<file path="src/rtl/uart_pkg.sv">
// Shared UART definitions: receiver state encoding and default bit timing,
// kept here so a transmitter can reuse them.
`timescale 1ns/1ps
package uart_pkg;

   // 25 MHz clk / 115200 baud
   localparam int UART_CLKS_PER_BIT = 217;

   typedef enum logic [2:0] {
      ST_IDLE  = 3'd0,
      ST_START = 3'd1,
      ST_DATA  = 3'd2,
      ST_STOP  = 3'd3,
      ST_BREAK = 3'd4
   } uart_state_e;

endpackage

</file>
<file path="src/rtl/sync2.sv">
// Two-flop synchronizer for a single asynchronous level; both flops reset to 1
// so an idle-high line never shows a false edge coming out of reset.
`timescale 1ns/1ps
module sync2 (
   input  logic clk,
   input  logic reset,
   input  logic d,
   output logic q
);

   logic s1_q, s1_d;
   logic s2_q, s2_d;

   always_comb begin
      s1_d = d;
      s2_d = s1_q;
   end

   always_ff @(posedge clk) begin
      if (reset) begin
         s1_q <= 1'b1;
         s2_q <= 1'b1;
      end else begin
         s1_q <= s1_d;
         s2_q <= s2_d;
      end
   end

   assign q = s2_q;

endmodule

</file>
<file path="src/rtl/uart_rx.sv">
// 8N1 UART receiver: start-bit midpoint qualification, mid-bit data sampling,
// sticky frame-error / overrun flags and a single-entry output register.
`timescale 1ns/1ps
module uart_rx
   import uart_pkg::*;
#(
   parameter int CLKS_PER_BIT = UART_CLKS_PER_BIT
) (
   input  logic       clk,
   input  logic       reset,
   input  logic       rxd,
   input  logic       rd_ack,
   output logic [7:0] rx_data,
   output logic       rx_valid,
   output logic       frame_err,
   output logic       overrun,
   output logic       busy,
   output logic [2:0] dbg_state
);

   // Output handshake: rx_valid high means rx_data holds an unread byte; the
   // consumer pulses rd_ack for one cycle, which clears rx_valid, frame_err and
   // overrun on the next edge. A delivery or frame-error set in that same cycle
   // takes priority over the clear.

   localparam int CNT_W = $clog2(CLKS_PER_BIT);
   localparam logic [CNT_W-1:0] CNT_MID  = CNT_W'((CLKS_PER_BIT - 1) / 2);
   localparam logic [CNT_W-1:0] CNT_LAST = CNT_W'(CLKS_PER_BIT - 1);

   logic rxd_s;

   uart_state_e      state_q, state_d;
   logic [CNT_W-1:0] cnt_q, cnt_d;
   logic [2:0]       bit_idx_q, bit_idx_d;
   logic [7:0]       shift_q, shift_d;
   logic             deliver_q, deliver_d;
   logic [7:0]       rx_data_q, rx_data_d;
   logic             rx_valid_q, rx_valid_d;
   logic             frame_err_q, frame_err_d;
   logic             overrun_q, overrun_d;
   logic             fe_set;

   sync2 u_sync (
      .clk   (clk),
      .reset (reset),
      .d     (rxd),
      .q     (rxd_s)
   );

   always_comb begin
      state_d   = state_q;
      cnt_d     = cnt_q;
      bit_idx_d = bit_idx_q;
      shift_d   = shift_q;
      deliver_d = 1'b0;
      fe_set    = 1'b0;

      case (state_q)
         ST_IDLE: begin
            cnt_d     = '0;
            bit_idx_d = '0;
            if (!rxd_s) state_d = ST_START;
         end

         // A start bit must still be low at its midpoint; shorter pulses are noise.
         ST_START: begin
            if (cnt_q == CNT_MID) begin
               cnt_d   = '0;
               state_d = rxd_s ? ST_IDLE : ST_DATA;
            end else begin
               cnt_d = cnt_q + 1'b1;
            end
         end

         ST_DATA: begin
            if (cnt_q == CNT_LAST) begin
               cnt_d            = '0;
               shift_d[bit_idx_q] = rxd_s;
               if (bit_idx_q == 3'd7) state_d = ST_STOP;
               else                   bit_idx_d = bit_idx_q + 3'd1;
            end else begin
               cnt_d = cnt_q + 1'b1;
            end
         end

         // Leaving at the stop-bit midpoint gives half a bit of slack before
         // a back-to-back start bit can arrive.
         ST_STOP: begin
            if (cnt_q == CNT_LAST) begin
               cnt_d = '0;
               if (rxd_s) begin
                  deliver_d = 1'b1;
                  state_d   = ST_IDLE;
               end else begin
                  fe_set  = 1'b1;
                  state_d = ST_BREAK;
               end
            end else begin
               cnt_d = cnt_q + 1'b1;
            end
         end

         ST_BREAK: begin
            if (rxd_s) state_d = ST_IDLE;
         end

         default: state_d = ST_IDLE;
      endcase
   end

   always_comb begin
      rx_data_d   = deliver_q ? shift_q : rx_data_q;
      rx_valid_d  = rx_valid_q;
      overrun_d   = overrun_q;
      frame_err_d = frame_err_q;

      if (rd_ack) begin
         rx_valid_d  = 1'b0;
         overrun_d   = 1'b0;
         frame_err_d = 1'b0;
      end
      if (deliver_q) begin
         rx_valid_d = 1'b1;
         if (rx_valid_q && !rd_ack) overrun_d = 1'b1;
      end
      if (fe_set) frame_err_d = 1'b1;
   end

   always_ff @(posedge clk) begin
      if (reset) begin
         state_q     <= ST_IDLE;
         cnt_q       <= '0;
         bit_idx_q   <= '0;
         shift_q     <= '0;
         deliver_q   <= 1'b0;
         rx_data_q   <= '0;
         rx_valid_q  <= 1'b0;
         frame_err_q <= 1'b0;
         overrun_q   <= 1'b0;
      end else begin
         state_q     <= state_d;
         cnt_q       <= cnt_d;
         bit_idx_q   <= bit_idx_d;
         shift_q     <= shift_d;
         deliver_q   <= deliver_d;
         rx_data_q   <= rx_data_d;
         rx_valid_q  <= rx_valid_d;
         frame_err_q <= frame_err_d;
         overrun_q   <= overrun_d;
      end
   end

   assign rx_data   = rx_data_q;
   assign rx_valid  = rx_valid_q;
   assign frame_err = frame_err_q;
   assign overrun   = overrun_q;
   assign busy      = (state_q != ST_IDLE);
   assign dbg_state = state_q;

endmodule

</file>
<file path="config.mk">
export PLATFORM = sky130hd
export DESIGN_NAME = uart_rx
export DESIGN_NICKNAME = d
export VERILOG_FILES = /design/src/rtl/uart_pkg.sv /design/src/rtl/sync2.sv /design/src/rtl/uart_rx.sv
export SDC_FILE = /design/constraint.sdc
export NUM_CORES = 1
export LEC_CHECK = 0
export ABC_AREA = 1
export BUFFER_PORTS_ARGS = -buffer_cell sky130_fd_sc_hd__buf_2
export CORE_MARGIN = 2
export CORE_UTILIZATION = 57
export DETAILED_ROUTE_END_ITERATION = 8
export PLACE_DENSITY_LB_ADDON = 0.1
export SLEW_MARGIN = 10
export SYNTH_ARGS = -nofsm -noshare
export SYNTH_HDL_FRONTEND = slang
export SYNTH_SLANG_ARGS = --single-unit
</file>
<file path="constraint.sdc">
create_clock -name clk -period 1.9 [get_ports clk]
set_input_delay 0.095 -clock clk [delete_from_list [all_inputs] [get_ports clk]]
set_output_delay 0.095 -clock clk [all_outputs]
set_load 0.05 [all_outputs]
</file>
After elaboration in Yosys (flattened, before gate mapping)
Index checks and enable logic that the tools add are counted.
W data, S select, Z words.
{ "word_totals": {"out_inout_bits": 15, "register_bits": 36, "input_bits": 4, "wordCells": 73} }
{ "classes": {"muxes": 28, "n_addsub": 2, "n_eq_ne": 14, "n_reduce_logical": 14, "n_lt_le_gt_ge": 2, "bitwise": 2} }
{ "op_table": {"columns": ["operator", "n"], "rows": [
  ["$mux W3", 9],
  ["$pmux W8 S3", 1],
  ["$mux W8", 2],
  ["$pmux W3 S5", 1],
  ["$ne A2 B2 Y1 const B", 6],
  ["$mux W1", 11],
  ["$add A8 B1 Y8 const B", 1],
  ["$bwmux W8", 1],
  ["$eq A8 B7 Y1 const B", 1],
  ["$eq A8 B8 Y1 const B", 1],
  ["$eq A3 B2 Y1 const B", 2],
  ["$eq A3 B3 Y1 const B", 2],
  ["$pmux W3 S2", 1],
  ["$reduce_and A6 Y1", 1],
  ["$reduce_bool A2 Y1", 3],
  ["$reduce_bool A3 Y1", 2],
  ["$lt A3 B4 Y1 const B", 1],
  ["$add A3 B1 Y3 const B", 1],
  ["$demux W1 S3", 1],
  ["$eq A3 B1 Y1 const B", 1],
  ["$ge A3 B1 Y1 const B", 1],
  ["$logic_not A3 Y1", 1],
  ["$reduce_and A3 Y1", 1],
  ["$reduce_or A3 Y1", 1],
  ["other kinds (7)", 9]
]} }

Longest topological paths before layout
Gate-level depths: netlist of run 1.
{ "logic_depth": {"depth_word": 5, "mapped_depth": 11, "depth_no_buf": 11} }

Hierarchy
Synthesis of run 1 repeated with hierarchy kept, for this count alone.
{ "hier_totals": {"hier_cells": 259, "area_unflattened_um2": 1794.2} }
{ "by_module_without_submodules": {"columns": ["mod", "cells_each", "area_each_um2", "n_inst", "seq_area_each_um2"], "rows": [
  ["uart_rx", 252, 1735.4, 1, 680.7],
  ["sync2", 7, 58.8, 1, 40.0]
]} }

Least setup slack after synthesis of run 1
No wires, ideal clock.
{ "synth_path": {"path_kind": "reg-to-reg", "from": "register state_q[2], in the netlist dbg_state[2]", "to": "register bit_idx_q[2]", "path_stages_with_launch": 7, "arrival_time_ps": 1653, "path_buffers": 0, "required_ps": 1829, "path_slack_ps": 176, "setup_ps": 71, "synth_period_minus_slack_ps": 1724, "path_cell_list": "dfxtp_1 > inv_1 > nand2_1 > inv_1 > nor2_1 > nand2_1 > a21oi_1"} }
{ "synth_between": {"elab_chain_len": 3, "elab_cells_between_ends": 7, "cone_classes": "eq/ne (3); mux (1); reduce/logical (3)"} }
{ "synth_rtl": {"columns": ["item", "line", "text"], "rows": [
  ["start, declared", "uart_rx.sv:32", "uart_state_e state_q, state_d;"],
  ["start signal, assigned", "uart_rx.sv:141", "state_q <= state_d;"],
  ["$eq A3 B2 Y1 / $logic_not A3 Y1 (equally long branches)", "uart_rx.sv:58", "case (state_q)"],
  ["$ne A2 B2 Y1 (no line) / $reduce_bool A2 Y1 (equally long branches)", null, null],
  ["$reduce_and A3 Y1 (no line)", null, null],
  ["end signal, assigned", "uart_rx.sv:143", "bit_idx_q <= bit_idx_d;"],
  ["end, declared", "uart_rx.sv:34", "logic [2:0] bit_idx_q, bit_idx_d;"]
]} }
Parallel ways exist; a longest one is shown, timed or not.
A chain may end at the register's enable or synchronous reset.

Worst setup path in the final report of run 1
{ "layout_path": {"from": "register bit_idx_q[0]", "to": "register bit_idx_q[0]"} }
{ "layout_between": {"elab_chain_len": 4, "elab_cells_between_ends": 7, "cone_classes": "add/sub (1); eq/ne (2); mux (3); reduce/logical (1)"} }
{ "layout_rtl": {"columns": ["item", "line", "text"], "rows": [
  ["$add A3 B1 Y3", "uart_rx.sv:80", "else bit_idx_d = bit_idx_q + 3'd1;"],
  ["$mux W3", "uart_rx.sv:79", "if (bit_idx_q == 3'd7) state_d = ST_STOP;"],
  ["$mux W3", "uart_rx.sv:76", "if (cnt_q == CNT_LAST) begin"],
  ["$pmux W3 S2", "uart_rx.sv:58", null]
]} }
Parallel ways exist; a longest one is shown, timed or not. The select of a mux whose other input is x is not followed.

==> results.py, run 1 <==
metrics = {
    "run_status": {
        "outcome": "finished, final reports clean",
    },
    "clocking": {
        "cts_made_buffers": 5,
        "ctsResizeCount": 0,
        "cts_buffer_depth": 2,
        "h_tree_depth_reported_by_cts": 2,
        "cts.hold.buffers_added": 1,
        "cts.reportedPaths.clkPinSlew_ps": 110,
        "setup_fix_bufs_post_cts": 0,
        "numClockSinks": 36,
        "clock_insertion_delay_worst_skew_ps": 350,
        "tritoncts": "done",
        "ctsRootBufferMaster": "clkbuf_4",
    },
    "placement": {
        "portBuffers": 18,
        "gp_routability_congestion": 0.823,
        "dp.cells": 287,
        "place_hpwl_mm": 2.27,
    },
    "flow_run": {
        "cap_viol_max_count": 0,
    },
    "synth": {
        "ys_seq_area_frac": 0.429,
        "synth-edff-count": 0,
        "dominantRegCellSynth": "dfxtp_1",
        "synthesis.yosys.warnings": 0,
        "syn_area_sq_um": 1680,
        "avgSynthCellArea_sq_um": 6.97,
        "synthesis.nets": 249,
        "synthDistinctLibCells": 28,
        "synthCells": 241,
        "async_reset_ff_frac": 0,
        "ys_ff_latch": 36,
    },
    "grt": {
        "remaining_global_route_overflow": 0,
        "grt_max_degree": 23,
        "antenna_found_initial": 0,
        "track_usage": 0.212,
        "grt_pass1_vias": 1138,
        "grt_pass1_wl_mm": 5.29,
    },
    "detailed_routing": {
        "drt-initial-drc-count": 65,
        "antenna_violating_nets_post_route": 0,
        "total_routed_wirelength_mm": 3.18,
        "drc": 0,
        "drt_pre_antenna_iters": 4,
        "final_routed_wire_length_divided_by_cell_count_microns": 10.7,
        "number_of_vias_per_cell_after_detailed_routing": 5.05,
        "detailroute.via_count": 1495,
    },
    "pwr": {
        "power_density_nw_per_um2": 1010,
        "p_leak_nw": 0.923,
        "power.total_mw": 1.89,
        "max-vdd-ir-drop_v": 0.00102,
    },
    "layout": {
        "fillers": 277,
        "insertedDiodeCount": 0,
        "finalNetCount": 272,
        "fin_cells": 296,
        "layout_common_cells": "nand2_1 (63), nor2_1 (41), dfxtp_1 (36)",
        "syn_to_final_growth_pct": 11.8,
        "share_of_final_layout_standard_cells_stronger_than_drive_strength_1": 0.155,
        "finish.utilization": 0.675,
        "layout_commonest_cell": "nand2_1",
    },
    "worst_setup_path": {
        "timing_worst_setup_path_type": "reg2reg",
        "start_kind": "register",
        "critical_path_arrival_ps": 1760,
        "required_ps": 2160,
        "critical_path_capture_point_type": "register",
        "path_max_fanout": 7,
    },
    "die": {
        "die_w_microns": 58.3,
        "row_count": 19,
        "initial_core_util": 0.604,
        "fp.dieH_microns": 58.3,
        "io_pins": 19,
        "die-area_sq_um": 3400,
        "placeableCoreArea_sq_um": 2780,
    },
    "sta": {
        "pins_over_slew_limit": 0,
        "hold_viol_final": 0,
        "fin_crit_ps": 1510,
        "setup_viol_count_final": 0,
        "fmax_ghz": 0.663,
        "setup_tns_ps": 0,
        "relSlewSlack": 0.706,
        "rsz0062_at_grt": "false",
        "whs_ps": 15.5,
        "finalClockSkew_ps": 4.91,
        "worst_margin_slew_ps": 440,
        "fin_crit_sh": 0.794,
    },
    "worst_hold_path": {
        "worst_hold_path_type": "in2reg",
    },
}
-- Yosys cell counts (2+ instances only) --
library cell	number	area share
a21o_1	2	0.0089
a21oi_1	19	0.057
clkbuf_1	2	0.0045
dfxtp_1	36	0.43
ha_1	4	0.030
inv_1	23	0.051
nand2_1	63	0.14
nand2_2	2	0.0075
nand3_1	17	0.051
nor2_1	41	0.092
nor2_2	3	0.011
nor3_1	2	0.0060
o21ai_0	11	0.033
or2_2	2	0.0075
-- flip-flops by register name, indices dropped and copies added, names as in the netlist --
signal / flops
shift_q: 8
u_sync.q: 1
deliver_q: 1
frame_err: 1
bit_idx_q: 3
cnt_q: 8
dbg_state: 3
overrun: 1
rx_data: 8
u_sync.s1_q: 1
rx_valid: 1
-- power breakdown --
| group | internal, mW | switching [mW] | total, mW |
|---|---|---|---|
| Sequential | 0.791 | 0.0376 | 0.828 |
| Clock | 0.276 | 0.260 | 0.536 |
| Combinational | 0.137 | 0.391 | 0.527 |
| Total | 1.20 | 0.689 | 1.89 |
-- kinds of logic after synthesis --
| logic type | Yosys count | share of synthesized area |
|---|---|---|
| buffers and inverters | 31 | 0.0790 |
| DFF | 36 | 0.429 |
| adders and majority gates | 4 | 0.0298 |
| and+or+nand+nor | 135 | 0.350 |
| AOI/OAI and AO/OA | 34 | 0.107 |
| xor gates and xnor gates | 1 | 0.00522 |
-- area by class of cell --
cell class	count	area, sq um	share of cell area
clock inverters	2	35.0	0.0187
clock buffers	6	41.3	0.0220
multi-input cells	174	826	0.440
well taps	31	38.8	0.0207
repair buffers	22	123	0.0653
flip-flops and latches	36	721	0.384
inverters	25	93.8	0.0500
-- worst max-delay path, stage by stage (launching register included) --
cell     delay [ps]
dfxtp_1         390
ha_1            220
ha_1            170
inv_1            60
nand3_1         100
nor2_2          210
nor2_1          100
o21ai_1         120
nor2_1           50
-- stage by stage --
step | instance area, sq um | worst slack, ps
floorplan | 1680 | 176
global placement | 1790 | 400
detailed placement | 1790 | 403
CTS | 1880 | 389
global route | 1880 | 223
finish | 1880 | 392
-- routing by layer --
metal  up-vias  GRT usage  share of wire
met5         -          0              0
met4         0      0.120          0.025
met3         8     0.0469          0.042
met2        34      0.283           0.40
met1       645      0.312           0.53
li1        808          -              -
-- worst paths after layout --
path	start	depth (start not counted)	slack, ps	endpoint
hold / removal	rd_ack	4	20	frame_err
hold reg to reg	u_sync.s1_q	1	430	u_sync.q
setup / recovery	bit_idx_q[0]	8	390	bit_idx_q[0]
setup reg to reg	bit_idx_q[0]	8	390	bit_idx_q[0]
No activity file was read; power rests on OpenSTA's default activity.
==> run 2, diff against run 1 <==
--- a/config.mk
+++ b/config.mk
@@ -5,7 +5,7 @@
 export SDC_FILE = /design/constraint.sdc
 export NUM_CORES = 1
 export LEC_CHECK = 0
-export ABC_AREA = 1
+export ABC_AREA = 0
 export BUFFER_PORTS_ARGS = -buffer_cell sky130_fd_sc_hd__buf_2
 export CORE_MARGIN = 2
 export CORE_UTILIZATION = 57
==> constraint.sdc (replaced) <==
create_clock -name clk -period 1.5 [get_ports clk]
set_input_delay 0.075 -clock clk [delete_from_list [all_inputs] [get_ports clk]]
set_output_delay 0.075 -clock clk [all_outputs]
set_load 0.05 [all_outputs]
==> run 2 against run 1 <==
Worst setup slack got worse by 550 ps. Wire length grew 34%. The flow now finishes with violations (negative setup slack). Highest routed layer unchanged. Sequential share of layout area is 5.0 points lower. First-iteration DRC count up 1.5%. Register-to-register slack got worse by 550 ps. Cell count down 9.1%. Clock-buffer cell count unchanged. Fmax is 9.0% lower.
==> results.py, run 2 <==
metrics = {
    "synth": {
        "syn_area_sq_um": 1660,
        "ys_ff_latch": 36,
        "synthCells": 188,
        "synthDominantCellAreaShare": 0.434,
        "yosysTopAreaCell": "dfxtp_1",
        "yosys-top-cells-area": "dfxtp_1 (43%), mux2i_1 (9.6%), nand2_1 (5.0%)",
        "synthMostInstantiatedCell": "dfxtp_1",
        "synthesis.yosys.warnings": 0,
        "avgSynthCellArea_sq_um": 8.84,
        "ys_seq_area_frac": 0.434,
        "synth_commonest_cells": "dfxtp_1 (36), nand2_1 (22), nor2_1 (17)",
        "synthDistinctLibCells": 43,
        "synth-edff-count": 0,
        "async_reset_ff_frac": 0,
        "dominantRegCellSynth": "dfxtp_1",
        "synthesis.nets": 196,
    },
    "clocking": {
        "tritoncts": "done",
        "h_tree_depth_reported_by_cts": 2,
        "cts.reportedPaths.clkPinSlew_ps": 110,
        "cts_made_buffers": 5,
        "ctsRootBufferMaster": "clkbuf_4",
        "numClockSinks": 36,
        "cts_buffer_depth": 2,
        "clock_insertion_delay_worst_skew_ps": 340,
    },
    "grt": {
        "grt_pass1_wl_mm": 6.89,
        "grt_max_degree": 29,
        "grt.busiest_layer": "met2",
        "met2_layer_usage_reported_by_global_route": 0.456,
        "remaining_global_route_overflow": 0,
        "track_usage": 0.272,
        "groute.layer.met3.usage": 0.0670,
        "antenna_found_initial": 0,
        "grt_pass1_vias": 1557,
        "met1_usage": 0.325,
    },
    "layout": {
        "share_of_final_layout_standard_cells_stronger_than_drive_strength_1": 0.370,
        "layout_common_cells": "dfxtp_1 (29), buf_4 (29), nand2_1 (22)",
        "seqCellArea_sq_um": 739,
        "fillers": 193,
        "finalNetCount": 245,
        "syn_to_final_growth_pct": 33.4,
        "insertedDiodeCount": 0,
        "multi_input_comb_area_sq_um": 980,
    },
    "sta": {
        "setup_viol_count_final": 13,
        "fmax_ghz": 0.603,
        "hold_viol_final": 0,
        "relSlewSlack": 0.638,
        "rsz0062_at_grt": "true",
        "fin_crit_ps": 1660,
        "pins_over_slew_limit": 0,
        "setup_tns_ps": -820,
        "fin_crit_sh": 1.11,
        "whs_ps": 200,
        "slack_of_the_critical_path_ps": -158,
        "finalClockSkew_ps": 6.32,
        "worst_margin_slew_ps": 542,
    },
    "worst_setup_path": {
        "start_kind": "register",
        "timing_worst_setup_path_type": "reg2reg",
        "crit-reg2reg-capture": "frame_err",
        "timing.reg2reg.worst_path_depth": 4,
        "reg2reg_slack_ps": -160,
        "endpoint": "frame_err",
        "path_max_fanout": 7,
        "critical_path_arrival_ps": 1940,
        "r2r_start": "cnt_q[6]",
        "required_ps": 1780,
        "cp-startpoint": "cnt_q[6]",
        "critical_path_capture_point_type": "register",
    },
    "die": {
        "row_count": 19,
        "die-area_sq_um": 3360,
        "io_pins": 19,
        "placeableCoreArea_sq_um": 2760,
        "fp.dieH_microns": 58.0,
        "die_w_microns": 58.0,
        "initial_core_util": 0.603,
    },
    "pwr": {
        "power.total_mw": 1.61,
        "p_leak_nw": 0.902,
        "max-vdd-ir-drop_v": 0.000996,
        "power_density_nw_per_um2": 728,
    },
    "detailed_routing": {
        "final_routed_wire_length_divided_by_cell_count_microns": 15.9,
        "drc": 0,
        "drt_pre_antenna_iters": 4,
        "total_routed_wirelength_mm": 4.27,
        "antenna_violating_nets_post_route": 0,
        "detailroute.via_count": 1620,
        "number_of_vias_per_cell_after_detailed_routing": 6.02,
        "drt-initial-drc-count": 66,
    },
    "run_status": {
        "failed_checks": "negative setup slack",
        "outcome": "finished with violations",
    },
    "placement": {
        "worst_case_setup_slack_after_placement_ps": -124,
        "portBuffers": 18,
        "place_hpwl_mm": 2.74,
        "gp_routability_congestion": 0.823,
    },
    "flow_run": {
        "cap_viol_max_count": 0,
    },
    "worst_hold_path": {
        "worst_hold_path_type": "in2reg",
    },
}
## run 2: timing repair
action,4_1_cts,5_1_grt
setup buffers,6,4
pin swaps,5,4
hold buffers,2,0
resized for setup,9,7
setup endpoints to repair,20,22
hold endpoints to repair,2,0
## run 2: worst min-delay path by stage
stage | startpoint | end | depth (start not counted)
final | reset | bit_idx_q[0] | 3
after global routing | reset | rx_data[4] | 3
after CTS | reset | frame_err | 3
after detailed placement | rxd | u_sync.s1_q | 2
after global placement | rd_ack | overrun | 2
after floorplan | rd_ack | overrun | 1
## run 2: per-layer routing
metal	routed length [microns]	part of all wire	vias to the layer above
li1	-	-	772
met1	1850	0.43	766
met2	2060	0.48	60
met3	192	0.045	22
met4	165	0.039	0
met5	0	0	-
## run 2: worst max-delay path, stage by stage, from the launching register on
cell     delay (ps)
dfxtp_1         510
and4b_4         310
a21oi_2          80
or4b_4          550
a21oi_2         150
## run 2: logic make-up after synthesis
| kind of cell | Yosys count | synth area share |
|---|---|---|
| compound gates | 31 | 0.113 |
| mux | 16 | 0.0964 |
| flops | 36 | 0.434 |
| fa+ha+maj | 4 | 0.0301 |
| buf+inv | 16 | 0.0474 |
| simple gates | 85 | 0.279 |
## run 2: area by class of cell
| class | count | area share |
|---|---|---|
| repair buffers | 52 | 0.168 |
| clock inverters | 2 | 0.00621 |
| flip-flops and latches | 36 | 0.334 |
| well taps | 31 | 0.0175 |
| clock buffers | 6 | 0.0231 |
| inverters | 6 | 0.0102 |
| multi-input cells | 136 | 0.442 |
## run 2: power breakdown
| group | internal (mW) | switching [mW] | leakage, nW | total (mW) |
|---|---|---|---|---|
| clock network | 0.232 | 0.339 | 0.0386 | 0.570 |
| logic | 0.0342 | 0.0512 | 0.569 | 0.0855 |
| registers | 0.954 | 0.00337 | 0.295 | 0.957 |
## run 2: through the flow
step / cells / area [sq um] / utilization
floorplan: 188 / 1760 / -
global placement: 249 / 1990 / 0.721
detailed placement: 249 / 1990 / 0.721
CTS: 265 / 2150 / 0.780
global route: 269 / 2220 / 0.804
finish: 269 / 2220 / 0.804
==> run 3, diff against run 2 <==
==> constraint.sdc (replaced) <==
create_clock -name clk -period 1.5 [get_ports clk]
set_input_delay 0.225 -clock clk [delete_from_list [all_inputs] [get_ports clk]]
set_output_delay 0.225 -clock clk [all_outputs]
set_load 0.05 [all_outputs]
==> run 3 against run 2 <==
The flow still finishes with violations (negative setup slack). Clock power is 7.7% lower. Combinational power decreased by 0.7%. Wire length up 2.8%. Sequential power about the same. Power fell by 2.7%. Non-clock buffer count is 1 lower. Critical endpoint is now shift_q[2]. Highest routed layer unchanged.
==> results.py, run 3 (same netlist as run 2, synthesis figures left out) <==
metrics = {
    "sta": {
        "rsz0062_at_grt": "true",
        "fin_crit_sh": 1.13,
        "finalClockSkew_ps": 7.57,
        "relSlewSlack": 0.624,
        "pins_over_slew_limit": 0,
        "slack_of_the_critical_path_ps": -191,
        "setup_viol_count_final": 15,
        "hold_viol_final": 0,
        "fin_crit_ps": 1690,
        "worst_margin_slew_ps": 564,
        "fmax_ghz": 0.591,
    },
    "layout": {
        "finish.instance_area_sq_um": 2240,
        "layout_commonest_cell": "dfxtp_1",
        "layout_common_cells": "dfxtp_1 (29), buf_4 (27), nand2_1 (22)",
        "finalNetCount": 244,
        "syn_to_final_growth_pct": 34.6,
        "share_of_final_layout_standard_cells_stronger_than_drive_strength_1": 0.388,
        "insertedDiodeCount": 0,
    },
    "die": {
        "io_pins": 19,
        "initial_core_util": 0.603,
        "die_w_microns": 58.0,
        "die-area_sq_um": 3360,
        "row_count": 19,
        "fp.dieH_microns": 58.0,
        "placeableCoreArea_sq_um": 2760,
    },
    "worst_hold_path": {
        "min_delay_worst_endpoint": "overrun",
        "worst_hold_path_type": "in2reg",
        "worstHoldPathCells": 2,
        "holdCritStartpoint": "rd_ack",
    },
    "grt": {
        "remaining_global_route_overflow": 0,
        "grt_pass1_wl_mm": 6.83,
        "grt_pass1_vias": 1490,
        "met1_usage": 0.336,
        "met2_layer_usage_reported_by_global_route": 0.443,
        "track_usage": 0.270,
        "groute.layer.met3.usage": 0.0759,
        "grt.busiest_layer": "met2",
        "antenna_found_initial": 0,
        "grt_max_degree": 17,
    },
    "detailed_routing": {
        "detailroute.via_count": 1609,
        "final_routed_wire_length_divided_by_cell_count_microns": 16.4,
        "number_of_vias_per_cell_after_detailed_routing": 6.00,
        "total_routed_wirelength_mm": 4.39,
        "drc": 0,
        "antenna_violating_nets_post_route": 0,
        "drt-initial-drc-count": 97,
        "drt_pre_antenna_iters": 4,
    },
    "run_status": {
        "outcome": "finished with violations",
        "failed_checks": "negative setup slack",
    },
    "worst_setup_path": {
        "start_kind": "register",
        "crit-reg2reg-capture": "shift_q[2]",
        "timing.reg2reg.worst_path_depth": 8,
        "required_ps": 1730,
        "timing_worst_setup_path_type": "reg2reg",
        "r2r_start": "cnt_q[1]",
        "reg2reg_slack_ps": -190,
        "path_max_fanout": 4,
        "critical_path_arrival_ps": 1920,
        "critical_path_capture_point_type": "register",
    },
    "clocking": {
        "h_tree_depth_reported_by_cts": 2,
        "tritoncts": "done",
        "numClockSinks": 36,
        "cts_made_buffers": 5,
        "clock_insertion_delay_worst_skew_ps": 340,
        "cts_buffer_depth": 2,
        "ctsRootBufferMaster": "clkbuf_4",
        "cts.reportedPaths.clkPinSlew_ps": 120,
    },
    "flow_run": {
        "cap_viol_max_count": 0,
    },
    "placement": {
        "worst_case_setup_slack_after_placement_ps": -114,
        "place_hpwl_mm": 2.83,
        "post_dp_cell_area_sq_um": 2000,
        "portBuffers": 18,
        "gp_routability_congestion": 0.829,
    },
    "pwr": {
        "p_leak_nw": 0.911,
        "max-vdd-ir-drop_v": 0.000964,
        "power_density_nw_per_um2": 702,
    },
}
==> run 3: final cells by class <==
class	instances	area, sq um
multi-input combinational	136	1000
sequential	36	739
clock inverter	3	22.5
tap	31	38.8
fill	175	522
clock buffer	5	37.5
timing repair buffer	51	370
inverter	6	22.5
==> run 3: stage by stage <==
step / std cells / hold slack, ps / setup TNS (ps) / total power [mW] / util
after global placement: 251 / 392 / -226 / 1.05 / 0.726
after global routing: 268 / 7.85 / -2720 / 1.64 / 0.811
final: 268 / 38.8 / -1500 / 1.57 / 0.811
after floorplan: 188 / 304 / -221 / 1.03 / -
after detailed placement: 251 / 403 / -657 / 1.05 / 0.726
after CTS: 268 / 30.0 / -416 / 1.57 / 0.788
==> run 3: worst max-delay path by stage <==
stage	from	endpoint	slack, ps	cells past startpoint
2_1_floorplan	dbg_state[1]	frame_err	-70	5
3_3_place_gp	cnt_q[1]	frame_err	-80	6
3_5_place_dp	cnt_q[1]	frame_err	-110	6
4_1_cts	dbg_state[1]	busy	-90	3
5_1_grt	cnt_q[1]	shift_q[3]	-280	8
6_report	cnt_q[1]	shift_q[2]	-190	8
==> run 3: metal layers <==
layer | up-vias | part of all wire
met4 | 0 | 0.027
met3 | 14 | 0.069
met1 | 742 | 0.41
li1 | 771 | -
met2 | 82 | 0.50
met5 | - | 0
==> run 3: report_power, final <==
part	total [mW]	switching, mW	internal (mW)
Clock	0.526	0.340	0.186
Combinational	0.0849	0.0518	0.0331
Sequential	0.958	0.00409	0.954
Total	1.57	0.396	1.17
==> run 3: critical path, cell delays in order (launching register included) <==
cell      delay [ps]
dfxtp_2          350
inv_2             70
ha_4             130
nand4b_1         260
buf_4            250
nor4_2           130
buf_4            170
nand3_1          100
mux2i_1          130
==> run 3: repair_timing <==
item                                   4_1_cts  5_1_grt
setup buffers                                9        1
pin swaps                                    8        9
hold buffers                                 0        0
endpoints found under the hold margin        0        0
setup endpoints to repair                   12       24
gates resized for setup                     11       12
